==> src/rtl/addsub_bist.sv <==
// addsub_bist: exhaustive built-in self-test controller for a W-bit adder/subtractor.
// Define ADDSUB_BIST_STOP_ON_FAIL_EN to halt the sweep at the first mismatching vector.
module addsub_bist #(
   parameter int unsigned W       = 4,
   parameter int unsigned DUT_LAT = 0,
   parameter int unsigned ERR_W   = 10
) (
   input  logic             clk,
   input  logic             rst_n,
   input  logic             start,
   output logic [W-1:0]     dut_a,
   output logic [W-1:0]     dut_b,
   output logic             dut_sel,
   input  logic [W-1:0]     dut_sum,
   input  logic             dut_cout,
   output logic             busy,
   output logic             done,
   output logic             pass,
   output logic [ERR_W-1:0] err_count,
   output logic [2*W:0]     fail_vec
);

   localparam int unsigned VW      = 2 * W + 1;
   localparam int unsigned LatW    = (DUT_LAT > 1) ? $clog2(DUT_LAT) : 1;
   localparam int unsigned LatLoad = (DUT_LAT > 0) ? DUT_LAT - 1 : 0;

   typedef enum logic [2:0] {
      StIdle,
      StApply,
      StSettle,
      StCheck,
      StDone
   } state_e;

   state_e           state_q, state_d;
   logic [VW-1:0]    vc_q, vc_d;
   logic [LatW-1:0]  lat_q, lat_d;
   logic [W-1:0]     a_q, a_d;
   logic [W-1:0]     b_q, b_d;
   logic             sel_q, sel_d;
   logic [ERR_W-1:0] err_q, err_d;
   logic [VW-1:0]    fv_q, fv_d;

   logic [W:0]       golden;
   logic [W:0]       observed;
   logic             mismatch;
   logic             last_vec;
   logic             err_sat;

   // Golden model works from the registered operands the DUT actually sees.
   always_comb begin
      golden   = {1'b0, a_q} + {1'b0, (sel_q ? ~b_q : b_q)} + {{W{1'b0}}, sel_q};
      observed = {dut_cout, dut_sum};
      mismatch = (golden != observed);
      last_vec = &vc_q;
      err_sat  = &err_q;
   end

   always_comb begin
      state_d = state_q;
      vc_d    = vc_q;
      lat_d   = lat_q;
      a_d     = a_q;
      b_d     = b_q;
      sel_d   = sel_q;
      err_d   = err_q;
      fv_d    = fv_q;

      unique case (state_q)
         StIdle, StDone: begin
            if (start) begin
               err_d   = '0;
               fv_d    = '0;
               vc_d    = '0;
               state_d = StApply;
            end
         end

         StApply: begin
            b_d   = vc_q[W-1:0];
            a_d   = vc_q[2*W-1:W];
            sel_d = vc_q[2*W];
            if (DUT_LAT > 0) begin
               lat_d   = LatW'(LatLoad);
               state_d = StSettle;
            end else begin
               state_d = StCheck;
            end
         end

         StSettle: begin
            if (lat_q == '0) begin
               state_d = StCheck;
            end else begin
               lat_d = lat_q - LatW'(1);
            end
         end

         StCheck: begin
            if (mismatch) begin
               if (!err_sat) begin
                  err_d = err_q + ERR_W'(1);
               end
               if (err_q == '0) begin
                  fv_d = vc_q;
               end
            end
`ifdef ADDSUB_BIST_STOP_ON_FAIL_EN
            if (mismatch || last_vec) begin
               state_d = StDone;
            end else begin
               vc_d    = vc_q + VW'(1);
               state_d = StApply;
            end
`else
            if (last_vec) begin
               state_d = StDone;
            end else begin
               vc_d    = vc_q + VW'(1);
               state_d = StApply;
            end
`endif
         end

         default: state_d = StIdle;
      endcase
   end

   always_ff @(posedge clk or negedge rst_n) begin
      if (!rst_n) begin
         state_q <= StIdle;
         vc_q    <= '0;
         lat_q   <= '0;
         a_q     <= '0;
         b_q     <= '0;
         sel_q   <= 1'b0;
         err_q   <= '0;
         fv_q    <= '0;
      end else begin
         state_q <= state_d;
         vc_q    <= vc_d;
         lat_q   <= lat_d;
         a_q     <= a_d;
         b_q     <= b_d;
         sel_q   <= sel_d;
         err_q   <= err_d;
         fv_q    <= fv_d;
      end
   end

   // Status is decoded straight from the state register so it tracks reset asynchronously.
   always_comb begin
      busy = (state_q == StApply) || (state_q == StSettle) || (state_q == StCheck);
      done = (state_q == StDone);
      pass = (state_q == StDone) && (err_q == '0);
   end

   assign dut_a     = a_q;
   assign dut_b     = b_q;
   assign dut_sel   = sel_q;
   assign err_count = err_q;
   assign fail_vec  = fv_q;

endmodule

==> config.mk <==
export PLATFORM = sky130hd
export DESIGN_NAME = addsub_bist
export DESIGN_NICKNAME = d
export VERILOG_FILES = /design/src/rtl/addsub_bist.sv
export SDC_FILE = /design/constraint.sdc
export NUM_CORES = 1
export LEC_CHECK = 0
export BUFFER_PORTS_ARGS = -buffer_cell sky130_fd_sc_hd__buf_2
export CORE_UTILIZATION = 55
export DETAILED_ROUTE_END_ITERATION = 10
export PLACE_DENSITY = 0.79
export SYNTH_ARGS = -nofsm -noshare
export SYNTH_HDL_FRONTEND = slang
export SYNTH_SLANG_ARGS = --single-unit
==> constraint.sdc <==
create_clock -name clk -period 3.25 [get_ports clk]
set_clock_uncertainty 0.2 [all_clocks]
set_input_delay 0.4875 -clock clk [delete_from_list [all_inputs] [get_ports clk]]
set_output_delay 0.4875 -clock clk [all_outputs]
set_load 0.005 [all_outputs]
==> results.md, run 1 <==
* Tmin final at 2.90 ns
* Sw Share at 0.384
* Startpoint Class: flip-flop
* Worst r2r src: dut_sel
* Cell Area, Placed at approximately 2400 µm²
* Post-route ant nets at 0
* Vias/cell at between 5 and 6
* Worst R2R Setup Slack at 0.35 ns
* I/O pin cnt at 39
* Postcts setup bufs at 0
* Global route overflow at 0
* Nets at about 270
* Critical path's top delay family: simple AND/OR/NAND/NOR gates
* CTS tree: done
* Slew Limit Fails at 0
* Max Freq at roughly 340 MHz
* H-tree depth at 2
* Reg2Reg Depth at 11
* Hold Buf Count CTS at 0
* Fill cell count at about 310
* Die height at between 60 and 70 µm
* Multi-input logic area at between 1000 and 1500 µm²
* Cells after DPL at approximately 300
* Synth Instances at around 220
* Slowest cell on the critical path: dfrtp_1
* Die footprint at about 4300 µm²
* Leakage at between 1 and 1.5 nW
* HP Class: input pin to async pin
* Initial antenna violation count at 0
* Critical-path cell list: xor2_1 > inv_1 > fa_1 > nor2b_1 > a221oi_2 > xnor2_1 > nor4_4 > buf_4 > nand2b_1 > buf_4 > mux2i_1
* Synth top area cells: dfrtp_1 (45%), mux2_2 (4.6%), nand2_1 (4.6%), mux2i_1 (4.5%), ha_1 (4.0%)
* Cell area after layout at 2540 µm²
* Post-layout util at 0.680
* Port Buffers at 38
* Vias in the first global route at approximately 1600
* RD Place Congestion at 0.804
* Cell mode on critical path: buf_4
* Largest net degree at the start of global routing at between 40 and 50
* Slew of the pin with the lowest slew margin at between 0.8 and 0.9 ns
* WL final at ~4500 µm
* Critical Path RT at approximately 3.3 ns
* Final Hold Vio Count at 0
* Layout cells sized above 1 at 0.247
* Final setup TNS at 0 ns
* Clk_lat worst skew at around 0.30 ns
* Core area at roughly 3700 µm²
* Initial cell density of the core at 0.590
* Worst setup EP type: flip-flop
* YS warnings at 0
* CTS max path bufs at 2
* CP Buf/Inv Count at 3
* FP Rows at 22
* CP Class: flip-flop to flip-flop
* Worst Path Arrival at between 2 and 3 ns
* CP Max Fanout at 15
* DR vias at approximately 1700
* Final setup viols at 0
* Synth Area per Inst at 10.1 µm²
* Die W at roughly 65 µm
* Register area at approximately 1000 µm²
* DRC at 0
* Status: finished clean
* Clock sink count at 40
* Sequential fraction of the synthesis area at 0.453
* Reg power frac at 0.394
* Worst rel slew slack at 0.432
* Final Cycle Share at 0.893
* Switching pwr at around 0.76 mW
* RSZ-0062 raised after global routing: false
* Max cap viols at 0
* Internal power at around 1.2 mW
* Post-Syn Nets at 234
* Drt pass-1 iters at 4
* Num CTS Buffers at 5
* CP max stage delay at around 0.45 ns
* Root buffer selected by CTS: clkbuf_8
* Clock Power Share at 0.208
* DR WL/cell at 14.6 µm
* First-pass GRT wire length at 7650 µm
* Post-synth top area share at 0.453
* PostCTS Resize Cnt at 0
* Worst hold slack at between 0.09 and 0.1 ns
* ANT cells at 0
* Leading area contributor after synthesis: dfrtp_1
* DRT iter0 DRCs at just over 60
* Cell Area, Synth at ~2200 µm²
* Overall routing resource usage at 0.237
* FF-to-FF End: fail_vec[4]
* Synth unique cells at 42
* Logic gate share of total power at 0.398
* Worst VDD drop at around 0.43 mV
* CTS clk-pin slew, worst paths at about 0.090 ns
* Power Density at slightly below 800 nW/µm²
* Finished Layout Cells at approximately 310
* Synth Register Bits at 40
* Synthesis-to-layout area growth at 15.2%
* Hpwl dp at 3160 µm
power groups by stage:
stage / Clock [mW] / Sequential (mW) / Combinational (mW)
6_report: 0.412 / 0.781 / 0.790
5_1_grt: 0.439 / 0.803 / 0.887
4_1_cts: 0.418 / 0.779 / 0.795
3_5_place_dp: 0 / 0.786 / 0.787
3_3_place_gp: 0 / 0.782 / 0.773
2_1_floorplan: 0 / 0.747 / 0.604
cell type report:
cell class | count | area share
clock inverters | 3 | 0.0187
flip-flops and latches | 40 | 0.393
repair buffers | 42 | 0.0865
clock buffers | 5 | 0.0270
well taps | 48 | 0.0236
multi-input cells | 154 | 0.429
inverters | 15 | 0.0221
how the worst max path moves through the flow:
| stage | slack [ns] | to | cells after the start | startpoint |
|---|---|---|---|---|
| floorplan | 0.60 | err_count[3] | 10 | dut_sel |
| global placement | 0.47 | fail_vec[5] | 11 | dut_sel |
| detailed placement | 0.33 | fail_vec[4] | 11 | dut_sel |
| CTS | 0.32 | fail_vec[4] | 11 | dut_sel |
| global route | 0.16 | fail_vec[2] | 11 | dut_sel |
| finish | 0.35 | fail_vec[4] | 11 | dut_sel |
through the flow:
step / power, mW / setup slack (ns)
final: 1.98 / 0.348
after global routing: 2.13 / 0.160
after CTS: 1.99 / 0.317
after detailed placement: 1.57 / 0.328
after global placement: 1.55 / 0.471
after floorplan: 1.35 / 0.595
registers in the layout, indices dropped and copies added, names as in the netlist:
name / count
state_q: 3
fail_vec: 9
dut_a: 4
err_count: 10
dut_b: 4
dut_sel: 1
vc_q: 9
Yosys cell counts (all sizes together):
library cell / instances
inv: 15
nand2: 27
clkbuf: 5
and3: 6
nand3b: 2
nor2: 13
dfrtp: 40
nor3: 3
nand2b: 2
a21o: 2
o22ai: 2
and3b: 1
fa: 1
nand4b: 2
a22o: 3
a21oi: 5
nor2b: 1
o21ba: 1
xor2: 10
o41ai: 1
nand3: 7
o221a: 1
mux2: 9
a211o: 5
or3: 2
a221oi: 1
o21ai: 9
mux2i: 10
nor3b: 1
xnor2: 6
buf: 4
a41oi: 1
ha: 7
nor4: 7
nand4: 5
and2: 1
per-layer routing:
metal | vias up | routed length (µm) | GRT usage
li1 | 846 | - | -
met5 | - | 0 | 0
met2 | 58 | 2090 | 0.356
met4 | 0 | 82 | 0.0897
met3 | 9 | 244 | 0.0625
met1 | 810 | 2070 | 0.326
cells in the final DEF, fill, tap and decap left out, types with 5 or more instances in the layout:
master,instances
a211o_1,5
dfrtp_1,40
nand2_1,27
nand3_1,7
mux2i_1,10
and3_1,6
buf_2,38
clkbuf_8,5
xnor2_1,6
ha_1,7
nand4_1,5
nor2_1,13
xor2_1,10
a21oi_1,5
nor4_1,6
inv_1,15
mux2_2,9
o21ai_0,7
logic make-up after synthesis:
kind of cell               count (synthesis)  synth area share
and+or+nand+nor                           80             0.190
DFF                                       40             0.453
muxes                                     19            0.0912
buffers and inverters                     24            0.0527
xor gates and xnor gates                  16            0.0635
AOI/OAI and AO/OA                         31             0.101
adders and majority gates                  8            0.0487
Power figures use the tool's default switching activity.
==> run 2, diff against run 1 <==
Settings changed: CORE_MARGIN from default to 2, SLEW_MARGIN from default to 10.
==> results.md, run 2 (synthesized netlist as in run 1, its figures left out) <==
* Max reg flops at 10
* Pre-CTS setup slack at about 0.34 ns
* Die W at just under 70 µm
* Worst setup EP type: flip-flop
* RD Place Congestion at about 0.84
* Initial cell density of the core at 0.560
* Num CTS Buffers at 5
* Vias in the first global route at 1620
* Max Freq at roughly 340 MHz
* Final setup viols at 0
* Cell area after layout at approximately 2500 µm²
* Commonest non-fill, non-tap cells in the layout: dfrtp_1 (40), buf_2 (38), nand2_1 (27), inv_1 (15), nor2_1 (13)
* WL final at between 4000 and 5000 µm
* CP Max Fanout at 9
* Critical-path cell list: xor2_1 > inv_1 > fa_1 > nor2b_1 > a221oi_2 > xnor2_1 > nor4_4 > nand2b_1 > mux2i_1
* Final Hold Vio Count at 0
* Commonest non-fill, non-tap cell in the layout: dfrtp_1
* Postcts setup bufs at 0
* CTS max path bufs at 2
* Cell Area, Placed at 2420 µm²
* H-tree depth at 2
* Reg2Reg Depth at 9
* Final setup TNS at 0 ns
* DR vias at approximately 1700
* Critical Path RT at 3.28 ns
* CP Class: flip-flop to flip-flop
* Nets at about 270
* Worst Path Arrival at roughly 3.0 ns
* Overall routing resource usage at 0.227
* DRC at 0
* Worst rel slew slack at 0.413
* Global route overflow at 0
* Final setup margin at 0.333 ns
* Die height at about 67 µm
* Final Cycle Share at 0.897
* I/O pin cnt at 39
* Fill cell count at ~320
* Synthesis-to-layout area growth at 13.9%
* CTS tree: done
* Port Buffers at 38
* Crit path from: dut_sel
* Leakage at between 1 and 1.5 nW
* Clk_lat worst skew at 0.31 ns
* Tot Pwr at between 1.5 and 2 mW
* CTS clk-pin slew, worst paths at about 0.080 ns
* PostCTS Resize Cnt at 0
* Max cap viols at 0
* Status: finished clean
* HP Class: input pin to async pin
* Tmin final at approximately 2.9 ns
* FF-to-FF End: fail_vec[5]
* Worst r2r src: dut_sel
* CP max stage delay at approximately 0.50 ns
* DR WL/cell at between 10 and 15 µm
* First-pass GRT wire length at around 7500 µm
* Largest net degree at the start of global routing at approximately 40
* Hold Buf Count CTS at 0
* ANT cells at 0
* FP Rows at 23
* Vias/cell at between 5 and 6
* RSZ-0062 raised after global routing: false
* Hpwl dp at roughly 3200 µm
* Clock sink count at 40
* Slowest cell on the critical path: nand2b_1
* Core area at slightly below 4000 µm²
* Root buffer selected by CTS: clkbuf_8
* Slew of the pin with the lowest slew margin at 0.881 ns
* Die footprint at between 4000 and 5000 µm²
* Worst R2R Setup Slack at between 0.3 and 0.4 ns
* Power Density at between 700 and 800 nW/µm²
* Worst VDD drop at ~0.49 mV
* Startpoint Class: flip-flop
* Slew Limit Fails at 0
* Post-layout util at 0.638
* Layout cells sized above 1 at 0.244
* Post-route ant nets at 0
* Initial antenna violation count at 0
* Drt pass-1 iters at 4
* DRT iter0 DRCs at 93
==> run 2: cell count changes in the layout (fill, tap and decap cells not counted), sizes merged <==
cell | previous run | this run
buf | 42 | 41
bufinv | 1 | 0
clkbuf | 5 | 6
==> run 2: area by class of cell <==
cell class                      instances  area, µm²  area share
Timing Repair Buffer                   41        213      0.0845
Inverter                               15       56.3      0.0224
Multi-Input combinational cell        154       1090       0.434
Sequential cell                        40       1000       0.398
Clock inverter                          2       10.0     0.00398
Tap cell                               50       62.6      0.0249
Clock buffer                            6       82.6      0.0328
==> run 2: worst max-delay path: cells and delay by family, from the launching register on <==
family,cells,cell delay [ns]
simple gates,3,0.94
flops,1,0.48
fa+ha+maj,1,0.43
xor+xnor,2,0.37
mux,1,0.25
buf+inv,1,0.08
compound gates,1,0.08
==> run 2: report_power, final <==
part	total, mW	internal, mW	switching (mW)
sequential	0.778	0.620	0.158
combinational	0.782	0.363	0.419
clock	0.352	0.169	0.183
total	1.91	1.15	0.759
==> run 2: how the worst max path moves through the flow <==
stage	endpoint	slack [ns]	cells after the start
final	fail_vec[5]	0.33	9
after global routing	fail_vec[3]	0.12	9
after CTS	fail_vec[5]	0.32	9
after detailed placement	fail_vec[5]	0.34	9
after floorplan	err_count[3]	0.60	10
after global placement	fail_vec[1]	0.44	9
==> run 2: metrics by stage <==
step / cells / hold slack, ns
2_1_floorplan: 218 / -0.00809
3_3_place_gp: 300 / 0.308
3_5_place_dp: 300 / 0.312
4_1_cts: 308 / 0.128
5_1_grt: 308 / 0.165
6_report: 308 / 0.0961
==> run 2: routing by layer <==
metal  up-vias  wire (µm)  global-route usage
met3         7        179              0.0650
met4         0         76              0.0918
met2        31       2190               0.370
met1       835       2120               0.283
met5         -          0                   0
li1        847          -                   -
